$ cat src/rtl/mac_array_pkg.sv
// rtl/mac_array_pkg.sv - shared MAC array defaults, drain FSM states, flat-bus index helper
package mac_array_pkg;

    localparam int MAC_N     = 4;
    localparam int MAC_ACC_W = 32;

    typedef enum logic [1:0] {
        ST_IDLE   = 2'd0,
        ST_WAIT   = 2'd1,
        ST_CAPT   = 2'd2,
        ST_STREAM = 2'd3
    } drain_state_t;

    // Bit offset of element (r,c) inside a row-major flat result bus.
    function automatic int res_idx(input int r, input int c, input int n, input int w);
        return (r * n + c) * w;
    endfunction

endpackage

$ cat src/rtl/mac_drain_idx.sv
// rtl/mac_drain_idx.sv - row/col index counter for the result drain
//
// Ports:
//   clk, rst_n          clock, synchronous active-low reset
//   clear               force index to (0,0)
//   advance             step to the next row-major element
//   row, col, last      registered current index; last high at (N-1,N-1)
//   succ_row, succ_col  successor of the current index (wraps to (0,0))
module mac_drain_idx
    import mac_array_pkg::*;
#(
    parameter int N = MAC_N
) (
    input  logic                 clk,
    input  logic                 rst_n,
    input  logic                 clear,
    input  logic                 advance,
    output logic [$clog2(N)-1:0] row,
    output logic [$clog2(N)-1:0] col,
    output logic                 last,
    output logic [$clog2(N)-1:0] succ_row,
    output logic [$clog2(N)-1:0] succ_col
);

    localparam int IDX_W = $clog2(N);
    localparam logic [IDX_W-1:0] MAX_IDX = IDX_W'(N - 1);

    logic [IDX_W-1:0] row_q, row_d;
    logic [IDX_W-1:0] col_q, col_d;
    logic             last_q, last_d;

    always_comb begin
        succ_row = row_q;
        succ_col = col_q + IDX_W'(1);
        if (col_q == MAX_IDX) begin
            succ_col = '0;
            succ_row = (row_q == MAX_IDX) ? '0 : row_q + IDX_W'(1);
        end
    end

    always_comb begin
        row_d = row_q;
        col_d = col_q;
        if (clear) begin
            row_d = '0;
            col_d = '0;
        end else if (advance) begin
            row_d = succ_row;
            col_d = succ_col;
        end
        // Registered so out_last is a flop output aligned with the data word.
        last_d = (row_d == MAX_IDX) && (col_d == MAX_IDX);
    end

    always_ff @(posedge clk) begin
        if (!rst_n) begin
            row_q  <= '0;
            col_q  <= '0;
            last_q <= 1'b0;
        end else begin
            row_q  <= row_d;
            col_q  <= col_d;
            last_q <= last_d;
        end
    end

    assign row  = row_q;
    assign col  = col_q;
    assign last = last_q;

endmodule

$ cat src/rtl/mac_array_drain.sv
// rtl/mac_array_drain.sv - result-drain controller for the output-stationary MAC array
//
// Waits LATENCY cycles after start, snapshots the N x N results, pulses
// acc_clear and streams the snapshot row-major over valid/ready.
// Optional macro MAC_DRAIN_RELU_EN: negative words are streamed as zero.
//
// Ports:
//   clk, rst_n           clock, synchronous active-low reset
//   start                tile-launch pulse from the feeder
//   res_flat             array results, element (r,c) at [(r*N+c)*ACC_W +: ACC_W]
//   acc_clear            one-cycle accumulator clear pulse
//   out_valid/out_ready  stream handshake
//   out_data             result word; out_row/out_col its index; out_last on (N-1,N-1)
//   busy                 controller not idle
//   start_err            one-cycle pulse when a start was ignored
module mac_array_drain
    import mac_array_pkg::*;
#(
    parameter int N       = MAC_N,
    parameter int ACC_W   = MAC_ACC_W,
    parameter int LATENCY = 12
) (
    input  logic                 clk,
    input  logic                 rst_n,
    input  logic                 start,
    input  logic [N*N*ACC_W-1:0] res_flat,
    output logic                 acc_clear,
    output logic                 out_valid,
    input  logic                 out_ready,
    output logic [ACC_W-1:0]     out_data,
    output logic [$clog2(N)-1:0] out_row,
    output logic [$clog2(N)-1:0] out_col,
    output logic                 out_last,
    output logic                 busy,
    output logic                 start_err
);

    localparam int IDX_W = $clog2(N);
    localparam int CNT_W = (LATENCY > 1) ? $clog2(LATENCY) : 1;

    generate
        if (LATENCY < 1) begin : g_bad_latency
            $error("mac_array_drain: LATENCY must be >= 1");
        end
        if (N < 2) begin : g_bad_n
            $error("mac_array_drain: N must be >= 2");
        end
    endgenerate

    function automatic logic [ACC_W-1:0] relu(input logic [ACC_W-1:0] w);
`ifdef MAC_DRAIN_RELU_EN
        return w[ACC_W-1] ? '0 : w;
`else
        return w;
`endif
    endfunction

    drain_state_t         state_q, state_d;
    logic [CNT_W-1:0]     cnt_q, cnt_d;
    logic [N*N*ACC_W-1:0] snap_q, snap_d;
    logic [ACC_W-1:0]     out_data_q, out_data_d;
    logic                 out_valid_q, out_valid_d;
    logic                 acc_clear_q, acc_clear_d;
    logic                 busy_q, busy_d;
    logic                 start_err_q, start_err_d;

    logic                 idx_clear;
    logic                 idx_adv;
    logic [IDX_W-1:0]     succ_row;
    logic [IDX_W-1:0]     succ_col;
    logic                 final_hs;

    mac_drain_idx #(.N(N)) u_idx (
        .clk      (clk),
        .rst_n    (rst_n),
        .clear    (idx_clear),
        .advance  (idx_adv),
        .row      (out_row),
        .col      (out_col),
        .last     (out_last),
        .succ_row (succ_row),
        .succ_col (succ_col)
    );

    // out_valid is high for the whole STREAM state, so out_ready alone completes a handshake.
    assign final_hs = (state_q == ST_STREAM) && out_ready && out_last;

    always_comb begin
        state_d     = state_q;
        cnt_d       = cnt_q;
        snap_d      = snap_q;
        out_data_d  = out_data_q;
        out_valid_d = out_valid_q;
        acc_clear_d = 1'b0;
        start_err_d = 1'b0;
        idx_clear   = 1'b0;
        idx_adv     = 1'b0;

        case (state_q)
            ST_IDLE: begin
                if (start) begin
                    state_d = ST_WAIT;
                    cnt_d   = CNT_W'(LATENCY - 1);
                end
            end
            ST_WAIT: begin
                start_err_d = start;
                if (cnt_q == '0) begin
                    state_d = ST_CAPT;
                end else begin
                    cnt_d = cnt_q - CNT_W'(1);
                end
            end
            ST_CAPT: begin
                start_err_d = start;
                snap_d      = res_flat;
                idx_clear   = 1'b1;
                // Word (0,0) comes straight from the bus: the snapshot is loading on the same edge.
                out_data_d  = relu(res_flat[res_idx(0, 0, N, ACC_W) +: ACC_W]);
                out_valid_d = 1'b1;
                acc_clear_d = 1'b1;
                state_d     = ST_STREAM;
            end
            ST_STREAM: begin
                start_err_d = start && !final_hs;
                if (out_ready) begin
                    idx_adv = 1'b1;
                    if (out_last) begin
                        out_valid_d = 1'b0;
                        if (start) begin
                            state_d = ST_WAIT;
                            cnt_d   = CNT_W'(LATENCY - 1);
                        end else begin
                            state_d = ST_IDLE;
                        end
                    end else begin
                        out_data_d = relu(snap_q[res_idx(int'(succ_row), int'(succ_col), N, ACC_W) +: ACC_W]);
                    end
                end
            end
            default: begin
                state_d = ST_IDLE;
            end
        endcase

        busy_d = (state_d != ST_IDLE);
    end

    always_ff @(posedge clk) begin
        if (!rst_n) begin
            state_q     <= ST_IDLE;
            cnt_q       <= '0;
            out_data_q  <= '0;
            out_valid_q <= 1'b0;
            acc_clear_q <= 1'b0;
            busy_q      <= 1'b0;
            start_err_q <= 1'b0;
        end else begin
            state_q     <= state_d;
            cnt_q       <= cnt_d;
            out_data_q  <= out_data_d;
            out_valid_q <= out_valid_d;
            acc_clear_q <= acc_clear_d;
            busy_q      <= busy_d;
            start_err_q <= start_err_d;
        end
    end

    // Snapshot contents are don't-care after reset; only state decides when they are read.
    always_ff @(posedge clk) begin
        snap_q <= snap_d;
    end

    assign out_data  = out_data_q;
    assign out_valid = out_valid_q;
    assign acc_clear = acc_clear_q;
    assign busy      = busy_q;
    assign start_err = start_err_q;

endmodule

$ cat config.mk
export PLATFORM = sky130hd
export DESIGN_NAME = mac_array_drain
export DESIGN_NICKNAME = d
export VERILOG_FILES = /design/src/rtl/mac_array_pkg.sv /design/src/rtl/mac_drain_idx.sv /design/src/rtl/mac_array_drain.sv
export SDC_FILE = /design/constraint.sdc
export NUM_CORES = 1
export LEC_CHECK = 0
export ABC_AREA = 0
export CORE_UTILIZATION = 28
export CTS_BUF_LIST = sky130_fd_sc_hd__clkbuf_4
export DETAILED_ROUTE_END_ITERATION = 10
export DONT_BUFFER_PORTS = 1
export SLEW_MARGIN = 20
export SYNTH_ARGS = -nofsm -noshare
export SYNTH_HDL_FRONTEND = slang
export SYNTH_SLANG_ARGS = --single-unit
$ cat constraint.sdc
create_clock -name clk -period 14.9 [get_ports clk]
set_input_delay 2.235 -clock clk [delete_from_list [all_inputs] [get_ports clk]]
set_output_delay 2.235 -clock clk [all_outputs]
set_load 0.005 [all_outputs]
* After elaboration in Yosys (flattened, before gate mapping)
Cells that the tools add are included.
** Storage, ports and cells
- Register bits :: 559
- Output and inout bits :: 41
- Word-level logic and storage cells :: 69
- Input port bits :: 516
** Operators by class
- Multiplexer cells :: 28
- Reductions and logical operators :: 14
- Shifts and indexed selects :: 1
- Eq/ne operators :: 11
- Add/subtract/negate cells :: 4
** Operators by type and width (count)
- variable part select 512 x 11 -> 32 bit :: 1
- two-way mux 32 bit :: 2
- one-hot mux 32 bit (2 select lines) :: 1
- two-way mux 2 bit :: 11
- two-way mux 4 bit :: 4
- == test 2 bit, second input constant :: 6
- one-hot mux 4 bit (3 select lines) :: 1
- one-hot mux 2 bit (4 select lines) :: 1
- two-way mux 1 bit :: 6
- != test 2 bit, second input constant :: 3
- AND reduction 3 bit :: 2
- adder 4 x 2 -> 5 bit :: 1
- adder 2 x 1 -> 2 bit, second input constant :: 2
- logical AND 1 bit :: 4
- zero test 4 bit :: 1
- one-hot mux 1 bit (2 select lines) :: 2
- AND reduction 4 bit :: 1
- nonzero test 2 bit :: 2
- subtractor 4 x 1 -> 4 bit, second input constant :: 1
- nonzero test 3 bit :: 1
- == test 2 x 1 -> 1 bit, second input constant :: 1
- zero test 2 bit :: 1
- != test 2 x 1 -> 1 bit, second input constant :: 1
- OR reduction 2 bit :: 1
- zero test 1 bit :: 1

* Depth between registers and ports, before layout
Gate-level depths: netlist of run 1.
- Depth in word-level cells :: 8
- Depth in mapped cells :: 9

* Modules after synthesis
A second synthesis of run 1 with hierarchy kept.
** Unflattened totals
- Cell total of the unflattened synthesis :: 1053
- Area total of the unflattened synthesis :: 21864.7 sq um
** By module, submodules not included
- mac_array_drain :: instances 1, cells an instance 1027, seq. area each 16215.6 sq um, area an instance 21597.0 sq um
- mac_drain_idx :: instances 1, cells an instance 26, seq. area each 100.1 sq um, area an instance 267.8 sq um

* Worst setup path after synthesis of run 1
Ideal clock, no wire load.
- Path type :: reg2reg
- Start :: reg state_q[0]
- End :: reg out_data_q[10], in the netlist out_data[10]
- Clock period less this slack :: 15310 ps
- Arrival :: 15173 ps
- Stages on the path, launching flop included :: 8
- Path buffers :: 2
- Path slack :: -410 ps
- Cell sequence :: dfxtp_1 inv_1 ha_1 nand2b_1 a22oi_2 clkbuf_1 clkbuf_1 a31oi_1
** On the way
- Word-level cells in the longest chain between the ends :: 3
** RTL lines
- from (decl) :: RTL line mac_array_drain.sv:58 : drain_state_t state_q, state_d;
- from (signal assigned) :: RTL line mac_array_drain.sv:159 : state_q <= state_d;
- == test 2 bit :: RTL line mac_array_drain.sv:99 : case (state_q)
- != test 2 bit (no line) / nonzero test 2 bit (equally long branches)
- AND reduction 3 bit (no line)
- to (signal assigned) :: RTL line mac_array_drain.sv:161 : out_data_q <= out_data_d;
- to (decl) :: RTL line mac_array_drain.sv:61 : logic [ACC_W-1:0] out_data_q, out_data_d;
Several ways; a longest one is shown, not always the timed one.
A chain may end at the register's enable or synchronous reset.

* Final worst setup path of run 1
- Start :: reg state_q[0]
- End :: reg snap_q[435], enable pin
** On the way
- Word-level cells in the longest chain between the ends :: 1
** RTL lines
- == test 2 bit :: RTL line mac_array_drain.sv:99
- to (signal assigned) :: RTL line mac_array_drain.sv:171 : snap_q <= snap_d;
- to (decl) :: RTL line mac_array_drain.sv:60 : logic [N*N*ACC_W-1:0] snap_q, snap_d;
Every way passes these cells.

==> flow_summary.json, run 1 <==
{
  "netlist_area_um2": 22030,
  "wl_met1_um": 22490,
  "hold_path_depth": 1,
  "drt_wl_total_um": 63180,
  "coreArea_um2": 77720,
  "gp_congestion": 0.8024,
  "ioPinCount": 557,
  "drv_cap": 0,
  "syn_nets": 1657,
  "avgSynthCellArea_um2": 19.46,
  "io_buffers": 0,
  "rsz0062_at_grt": "false",
  "num_rows": 102,
  "drc": 0,
  "cts.sinks": 559,
  "cts_resized": 0,
  "wl_met3_um": 6771,
  "worst_hold_path_type": "reg -> reg",
  "clk_latency_ns": 0.97,
  "antenna_found_initial": 12,
  "highest_layer": "met4",
  "r2r-end": "snap_q[435]",
  "die_y_um": 282.5,
  "dr_wl_met2_um": 31950,
  "synth_seq_cells": 559,
  "hp-start": "cnt_q[0]",
  "drv_slew": 0,
  "cts_tree": "built",
  "synth_top_family_by_area": "multiplexers",
  "synthSimpleGateAreaFrac_pct": 3.106,
  "worstPathArrival_ns": 4.76,
  "synthDistinctLibCells": 64,
  "clockBufferDepth": 3,
  "drtIter0Drc": 799,
  "dp_hpwl_um": 44620,
  "finalCritPeriodShare_pct": 28.12,
  "worst_pin_slew_ns": 1.099,
  "nNetsFinal": 1758,
  "ys.flop_type": "edfxtp_1",
  "die_w_um": 282.5,
  "synthArstFlopShare_pct": 0,
  "initial_core_util_pct": 28.35,
  "setup_violations": 0,
  "grt_usage_pct": 15.42,
  "yosys_warnings": 0,
  "whs_endpoint": "cnt_q[0]",
  "ctsHoldBuffers": 0,
  "r2r_cells": 5,
  "grt_start_max_net_pins": 166,
  "via_count": 11570,
  "outcome": "finished clean",
  "fin_tns_setup_ns": 0,
  "crit_fanout": 81,
  "dp_slack_ns": 10.72,
  "gr-total-overflow": 0,
  "drt_pass1_iterations": 5,
  "worstSetupPathType": "reg -> reg",
  "layout_setup_ws_ns": 10.71,
  "post-cts-setup-buffer-count": 0,
  "ir_drop_v": 0.00008843,
  "cts.reportedPaths.clkPinSlew_ns": 0.07,
  "r2r_start": "state_q[0]",
  "cts_buffers": 145,
  "synth_compound_area_share_pct": 7.286,
  "yosysSeqAreaShare_pct": 74.05,
  "power.leakage_nw": 7.716,
  "detail-route-antenna-nets": 0,
  "finalHoldViolations": 0,
  "grt_pass1_vias": 12300,
  "layout-drive-gt1-share_pct": 28.66,
  "synth_xor_xnor_area_share_pct": 0,
  "cp-start-kind": "register",
  "syn2layout_area_growth_pct": 12.79,
  "cts_root_buf": "clkbuf_4",
  "dieArea_um2": 79820,
  "vias_per_cell": 4.861,
  "slew_headroom_pct": 26.71,
  "r2r_slack_ns": 10.71,
  "synth_edf_count": 512,
  "finClkSkew_ns": 0.05544,
  "final_util_pct": 31.98,
  "grt_pass1_wl_um": 86120,
  "h-tree-depth": 4,
  "min_period_ns": 4.190,
  "wl_per_cell_um": 26.55,
  "synth_mux_area_share_pct": 12.75,
  "required_ns": 15.47,
  "endpoint_kind": "register",
  "syn_inst": 1132,
  "timing.fmax_mhz": 238.7,
  "synthAdderAreaFrac_pct": 0.5111,
  "power_density_nw_per_um2": 162.6
}
critical path, stage by stage (launching register included):
cell and delay, ns:
dfxtp_1 0.36, inv_1 0.16, ha_4 0.79, buf_4 0.79
buf_4 0.86, buf_4 0.67
cells in the mapped netlist, drive strengths merged (2+ instances only):
| library cell | count | area share, % |
|---|---|---|
| nand3b | 3 | 0.10 |
| nor2 | 12 | 0.27 |
| o221a | 7 | 0.36 |
| o2111ai | 2 | 0.080 |
| or3b | 2 | 0.091 |
| mux4 | 101 | 10 |
| a22o | 31 | 1.2 |
| o21ai | 53 | 1.2 |
| a31oi | 22 | 0.62 |
| a211o | 4 | 0.16 |
| dfxtp | 47 | 4.3 |
| or2 | 2 | 0.057 |
| nand3 | 2 | 0.045 |
| inv | 9 | 0.15 |
| buf | 41 | 1.7 |
| clkbuf | 24 | 0.41 |
| a22oi | 8 | 0.32 |
| a221oi | 14 | 0.76 |
| ha | 9 | 0.51 |
| o221ai | 10 | 0.45 |
| mux2i | 35 | 1.6 |
| nand2 | 42 | 0.73 |
| a21oi | 36 | 0.92 |
| a21boi | 3 | 0.10 |
| and2 | 6 | 0.17 |
| mux2 | 13 | 0.72 |
| nor3b | 2 | 0.12 |
| nand2b | 23 | 0.65 |
| o211ai | 3 | 0.10 |
| a211oi | 15 | 0.51 |
| nor3 | 6 | 0.24 |
| a311oi | 3 | 0.12 |
| or3 | 6 | 0.19 |
| nor2b | 13 | 0.37 |
| edfxtp | 512 | 70 |
layout make-up:
cell class	count	area [um2]
clock inverter	43	286.5
sequential	559	16320
fill	7462	52870
antenna	14	35.03
timing repair buffer	19	158.9
tap	1040	1301
inverter	9	33.78
multi-input combinational	499	5239
clock buffer	197	1479
worst max path at each step:
stage / start / endpoint / slack (ns) / cells past startpoint
2_1_floorplan: state_q[0] / out_data[10] / 5.94 / 7
3_3_place_gp: state_q[0] / snap_q[208] / 10.88 / 5
3_5_place_dp: state_q[0] / snap_q[98] / 10.72 / 5
4_1_cts: state_q[0] / snap_q[432] / 10.74 / 5
5_1_grt: state_q[0] / snap_q[403] / 10.41 / 5
6_report: state_q[0] / snap_q[435] / 10.71 / 5
logic make-up (layout without fill, tap and decap cells):
| logic type | count (synthesis) | count (layout) |
|---|---|---|
| other | 0 | 14 |
| AO/OA/AOI/OAI | 220 | 220 |
| multiplexers | 149 | 149 |
| AND/OR/NAND/NOR | 121 | 121 |
| buffers and inverters | 74 | 268 |
| adder cells (fa/ha/maj) | 9 | 9 |
| flip-flops | 559 | 559 |
state kept, by name, summed over array words and instances, names as in the netlist, 2 cells and up:
signal,count
state_q,2
u_idx.col,2
out_data,32
u_idx.row,2
cnt_q,4
snap_q,512
cell usage in the layout, fill, tap and decap left out, types with 4 or more instances in the layout:
cell type	netlist	routed
a211o_1	4	4
a211oi_1	15	15
a21oi_1	34	34
a221oi_1	7	7
a221oi_2	7	7
a22o_1	31	31
a22oi_1	6	6
a31oi_1	22	22
and2_1	5	5
buf_4	8	17
bufinv_16	0	4
clkbuf_4	0	197
clkinv_1	0	24
clkinv_2	0	9
dfxtp_1	47	46
diode_2	0	14
edfxtp_1	512	512
ha_1	9	6
inv_1	9	9
inv_2	0	4
mux2_2	10	10
mux2i_1	34	34
mux4_1	6	6
mux4_2	95	95
nand2_1	41	41
nand2b_1	23	23
nor2_1	10	10
nor2b_1	13	13
nor3_1	4	4
o21ai_0	36	36
o21ai_1	17	17
o221a_2	7	7
o221ai_1	8	8
or3_1	5	5
where the power goes:
part           internal [mW]  switching, mW  leakage (nW)
clock network          0.679          0.628          1.06
registers               2.09          0.122          5.07
logic                  0.183          0.345          1.59
routing by layer:
metal	up-vias	GRT usage, %
li1	4991	-
met1	5844	16.20
met2	634	26.23
met3	100	6.732
met4	0	7.665
met5	-	0
metrics by stage:
stage	hold slack, ns	instance area (um2)	std cells	power [mW]
6_report	0.4875	24850	2380	4.042
5_1_grt	0.5408	24830	2372	4.237
4_1_cts	0.4795	24810	2366	4.107
3_5_place_dp	0.4709	23050	2126	2.780
3_3_place_gp	0.4465	23050	2126	2.753
2_1_floorplan	0.4377	22040	1132	2.651
Power figures use the tool's default switching activity.
==> inputs of run 2 (changes only) <==
- clock period: 14.9 -> 3.9 ns (I/O delays scaled with it)
==> run 2 against run 1 <==
The run now fails in 4_1_cts. Synthesized cell count did not move. Synthesized area did not move.
==> flow_summary.json, run 2 <==
{
  "outcome": "aborted with a tool error",
  "stop_stage": "4_1_cts",
  "error_line": "[ERROR RSZ-0060] Max buffer count reached.",
  "dp_hpwl_um": 48400,
  "synth_seq_cells": 559,
  "synth_edf_count": 512,
  "synth_top_area_cell": "edfxtp_1",
  "yosys_warnings": 0,
  "post-cts-setup-buffer-count": 0,
  "num_rows": 102,
  "synth_area_leaders": "edfxtp_1 (70%), mux4_2 (9.7%), dfxtp_1 (4.3%), mux2i_1 (1.5%), a22o_1 (1.2%)",
  "syn_nets": 1657,
  "synthArstFlopShare_pct": 0,
  "io_buffers": 0,
  "ioPinCount": 557,
  "netlist_area_um2": 22030,
  "avgSynthCellArea_um2": 19.46,
  "initial_core_util_pct": 28.35,
  "cts_root_buf": "clkbuf_4",
  "syn_inst": 1132,
  "die_y_um": 282.5,
  "gp_congestion": 0.7928,
  "h-tree-depth": 4,
  "yosysSeqAreaShare_pct": 74.05,
  "synth_top_area_share_pct": 69.78,
  "synth_most_common_cell": "edfxtp_1",
  "cts.sinks": 559,
  "cts_buffers": 150,
  "clockBufferDepth": 3,
  "synth_commonest_cells": "edfxtp_1 (512), mux4_2 (95), dfxtp_1 (47), nand2_1 (41), o21ai_0 (36)",
  "die_w_um": 282.5,
  "synthDistinctLibCells": 64,
  "cts_resized": 0,
  "ys.flop_type": "edfxtp_1",
  "ctsHoldBuffers": 483
}
-- run 2: metrics by stage --
step	std cells	util (%)	instance area (um2)	worst slack [ns]
after detailed placement	2138	29.91	23240	0.9442
after floorplan	1132	-	22130	-1.792
after global placement	2138	29.91	23240	0.9620
-- run 2: logic make-up after synthesis --
| kind of cell | Yosys count | share of synthesized area [%] |
|---|---|---|
| and+or+nand+nor | 121 | 3.106 |
| muxes | 149 | 12.75 |
| buffers and inverters | 74 | 2.300 |
| AOI/OAI and AO/OA | 220 | 7.286 |
| DFF | 559 | 74.05 |
| adders and majority gates | 9 | 0.5111 |
==> inputs of run 3 (changes only) <==
- CORE_UTILIZATION: 28 -> 20
- CTS_BUF_LIST: sky130_fd_sc_hd__clkbuf_4 -> default
- PLACE_DENSITY_LB_ADDON: default -> 0.15
==> run 3 against run 2 <==
The run now ends clean.
==> flow_summary.json, run 3 (synthesis results as in run 1) <==
{
  "use_met1_pct": 16.01,
  "gp_congestion": 0.7569,
  "startpoint": "u_idx.col[1]",
  "drv_slew": 0,
  "io_buffers": 0,
  "dieArea_um2": 111500,
  "cp-start-kind": "register",
  "power_density_nw_per_um2": 564.2,
  "via_count": 12870,
  "switchingPower_mw": 4.610,
  "power.leakage_nw": 9.671,
  "final_common_cell": "edfxtp_1",
  "r2r_cells": 7,
  "nNetsFinal": 2148,
  "h-tree-depth": 3,
  "drt_wl_total_um": 75620,
  "pwr-share-clk_pct": 35.8,
  "clockBufferDepth": 3,
  "largest_reg_flops": 512,
  "layout-drive-gt1-share_pct": 16.65,
  "p_seq_share_pct": 49.1,
  "worst_pin_slew_ns": 1.286,
  "hp-start": "res_flat[335]",
  "finalCritPeriodShare_pct": 74.34,
  "endpoint_kind": "register",
  "setup_violations": 0,
  "coreArea_um2": 109000,
  "slew_headroom_pct": 14.24,
  "hold_path_depth": 0,
  "dp_hpwl_um": 52370,
  "drt_pass1_iterations": 5,
  "grt_pass1_wl_um": 105500,
  "power.total_mw": 17.16,
  "antenna_found_initial": 24,
  "p_comb_share_pct": 15.1,
  "cts.reportedPaths.clkPinSlew_ns": 0.06,
  "cts.sinks": 559,
  "fillers": 10980,
  "die_w_um": 333.9,
  "grt_start_max_net_pins": 165,
  "place_area_um2": 23680,
  "drtIter0Drc": 663,
  "crit_fanout": 24,
  "worstSetupPathType": "reg -> reg",
  "timing.fmax_mhz": 344.9,
  "initial_core_util_pct": 20.21,
  "finClkSkew_ns": 0.02957,
  "cts_resized": 0,
  "outcome": "finished clean",
  "internal_power_mw": 12.55,
  "finalHoldViolations": 0,
  "min_period_ns": 2.899,
  "gr-total-overflow": 0,
  "final_cell_mix": "edfxtp_1 (512), dlygate4sd3_1 (457), mux4_2 (95)",
  "wl_per_cell_um": 24.35,
  "final_area_um2": 30420,
  "grt_usage_pct": 13.38,
  "syn2layout_area_growth_pct": 38.07,
  "p_sw_share_pct": 26.86,
  "drc": 0,
  "rsz0062_at_grt": "false",
  "drv_cap": 0,
  "die_y_um": 333.9,
  "dp_slack_ns": 0.9314,
  "required_ns": 4.38,
  "worst_hold_path_type": "in -> reg",
  "layout_setup_ws_ns": 1.001,
  "cts_root_buf": "clkbuf_16",
  "ir_drop_v": 0.0003592,
  "vias_per_cell": 4.144,
  "busiest_layer": "met2",
  "use_met3_pct": 4.685,
  "grt_use_met2_pct": 21.98,
  "grt_pass1_vias": 14270,
  "num_rows": 121,
  "clk_latency_ns": 0.63,
  "r2r_slack_ns": 1.00,
  "cts_buffers": 71,
  "ioPinCount": 557,
  "top_register": "snap_q",
  "r2r_start": "u_idx.col[1]",
  "holdWs_ns": 0.07501,
  "worstPathArrival_ns": 3.38,
  "cts_tree": "built",
  "detail-route-antenna-nets": 0
}
==> run 3: metal layers <==
layer / up-vias / wire, um
met3: 122 / 6024
met1: 6512 / 30830
li1: 5700 / -
met4: 12 / 2557
met2: 524 / 36130
met5: - / 80
==> run 3: path summary, 6_finish.rpt <==
kind	endpoint
hold reg to reg	cnt_q[0]
setup reg to reg	out_data[22]
hold / removal	snap_q[335]
setup / recovery	out_data[22]
==> run 3: area by class of cell <==
type	count	area, um2	share of cell area, %
sequential	559	16320	53.65
multi-input combinational	499	5298	17.41
timing repair buffer	483	4832	15.88
clock buffer	94	1926	6.329
tap	1414	1769	5.815
clock inverter	32	202.7	0.6663
antenna	16	40.04	0.1316
inverter	9	33.78	0.1110
==> run 3: timing repair <==
action                                 in CTS  in global routing
hold buffers                              457                  0
buffers inserted                            0                  0
endpoints found under the hold margin     457                  0
==> run 3: worst max-delay path, cell delays in order, from the launching register on <==
cell,delay [ns]
dfxtp_1,0.51
ha_4,0.37
or3b_4,0.47
nand2_2,0.55
buf_4,0.29
mux2_4,0.32
o221ai_2,0.15
a221oi_2,0.09
==> run 3: power by group through the flow <==
stage	combinational [mW]	sequential, mW	clock, mW
final	2.59	8.43	6.15
after detailed placement	2.26	8.55	0
after floorplan	1.55	8.47	0
after global routing	2.82	8.54	6.59
after global placement	2.24	8.53	0
after CTS	2.67	8.44	6.37
==> run 3: metrics by stage <==
stage	instances	setup TNS [ns]	util [%]
finish	3106	0	27.91
floorplan	1132	-390.76	-
global placement	2507	0	21.72
detailed placement	2507	0	21.72
global route	3101	0	27.90
CTS	3090	0	27.87
==> edit (config.mk and constraints of run 1) <==
Change the parameter `LATENCY` from 12 to 18.
--- a/src/rtl/mac_array_drain.sv
+++ b/src/rtl/mac_array_drain.sv
@@ -20,3 +20,3 @@
     parameter int ACC_W   = MAC_ACC_W,
-    parameter int LATENCY = 12
+    parameter int LATENCY = 18
 ) (
Behaviour: same outputs for any inputs over 10 cycles, from zero or initial values and one cycle with rst_n low; that may be too few to reach the edited logic, so the function may still have changed.
==> edit against run 1 <==
Global-route usage increased by 0.25 points; sequential cell count is 1 higher; setup slack lost 170 ps; cell area is 0.24% higher; routed wire length rose by 0.68%; synthesized area down 1.1%; non-clock buffer count down 4; power up 3.1%; critical path depth decreased by 4.
==> edit: results (changes against run 1) <==
| Metric | Value |
|---|---|
| Post-route insts no fill | `2439 (was 2380)` |
| Seq/Total Area, Yosys | `75.0% (was 74.0%)` |
| Nets | `1787 (was 1758)` |
| Run status | `finished, final reports clean (unchanged)` |
| Synth Instances | `1166 (was 1132)` |
| Distinct cells, synth | `62 (was 64)` |
| Cell Area, Placed | `22900 µm² (was 23000 µm²)` |
| Most instantiated cells after synthesis | `edfxtp_1, nand2_1, mux4_2 (was edfxtp_1, mux4_2, dfxtp_1)` |
| Pre-CTS WS | `10680 ps (was 10720 ps)` |
| GRT Util Overall | `15.7% (was 15.4%)` |
| Top post-synthesis cells by area | `edfxtp_1, mux4_2, dfxtp_1 (unchanged)` |
| Share of layout cells above drive strength 1 | `28.2% (was 28.7%)` |
| LEAKAGE | `7.71 nW (was 7.72 nW)` |
| Peak VDD IR | `0.0957 mV (was 0.0884 mV)` |
| Vias per inst | `4.90 (was 4.86)` |
| Largest net degree at the start of global routing | `156 (was 166)` |
| # fillers | `7370 (was 7462)` |
| Slowest stage delay, CP | `560 ps (was 860 ps)` |
| Inserted Clock Buffers | `151 (was 145)` |
| Cells after DPL | `2141 (was 2126)` |
| Initial drt markers | `933 (was 799)` |
| First-pass GRT wire length | `86.2 mm (was 86.1 mm)` |
| Final hold slack | `511 ps (was 487 ps)` |
| Slew headroom | `30.3% (was 26.7%)` |
| Mapped Nets | `1689 (was 1657)` |
edit: power by group:
part	switching, W	internal [W]
Clock	0.000649	0.000742
Combinational	0.000374	0.000181
Sequential	0.000116	0.00210
Total	0.00114	0.00303
edit: cell families after synthesis:
kind of cell | count (synthesis) | synth area share [%]
flip-flops | 560 | 75.0
multiplexers | 130 | 12.1
AND/OR/NAND/NOR | 220 | 4.89
buffers and inverters | 77 | 1.99
adder cells (fa/ha/maj) | 7 | 0.402
AO/OA/AOI/OAI | 172 | 5.63
edit: how the worst max path moves through the flow:
stage                                 start                        end  slack (ps)  cells after the start
floorplan             state_q[0]$_SDFF_PN0_  out_data[11]$_SDFFE_PN0P_        6130                      7
global placement      state_q[0]$_SDFF_PN0_      snap_q[182]$_DFFE_PP_       10850                      5
detailed placement    state_q[0]$_SDFF_PN0_      snap_q[149]$_DFFE_PP_       10680                      5
CTS                 u_idx.col[0]$_SDFF_PN0_                 out_col[0]       10340                      1
global route        u_idx.col[0]$_SDFF_PN0_                 out_col[0]       10300                      1
finish              u_idx.col[0]$_SDFF_PN0_                 out_col[0]       10540                      1
edit: cell type report:
cell class                      count  area (µm²)  area share, %
Antenna cell                       22        55.1          0.221
Clock buffer                      216        1620           6.51
Tap cell                         1030        1290           5.17
Timing Repair Buffer               15         141          0.568
Multi-Input combinational cell    529        5070           20.4
Clock inverter                     60         365           1.47
Sequential cell                   560       16300           65.6
Inverter                            7        26.3          0.105
edit: metal layers:
| layer | vias to the layer above | global-route usage [%] | wire, µm |
|---|---|---|---|
| li1 | 5087 | - | - |
| met1 | 6061 | 18.1 | 24200 |
| met2 | 639 | 24.7 | 31100 |
| met3 | 142 | 6.72 | 6220 |
| met4 | 12 | 7.96 | 2090 |
| met5 | - | 0 | 88 |
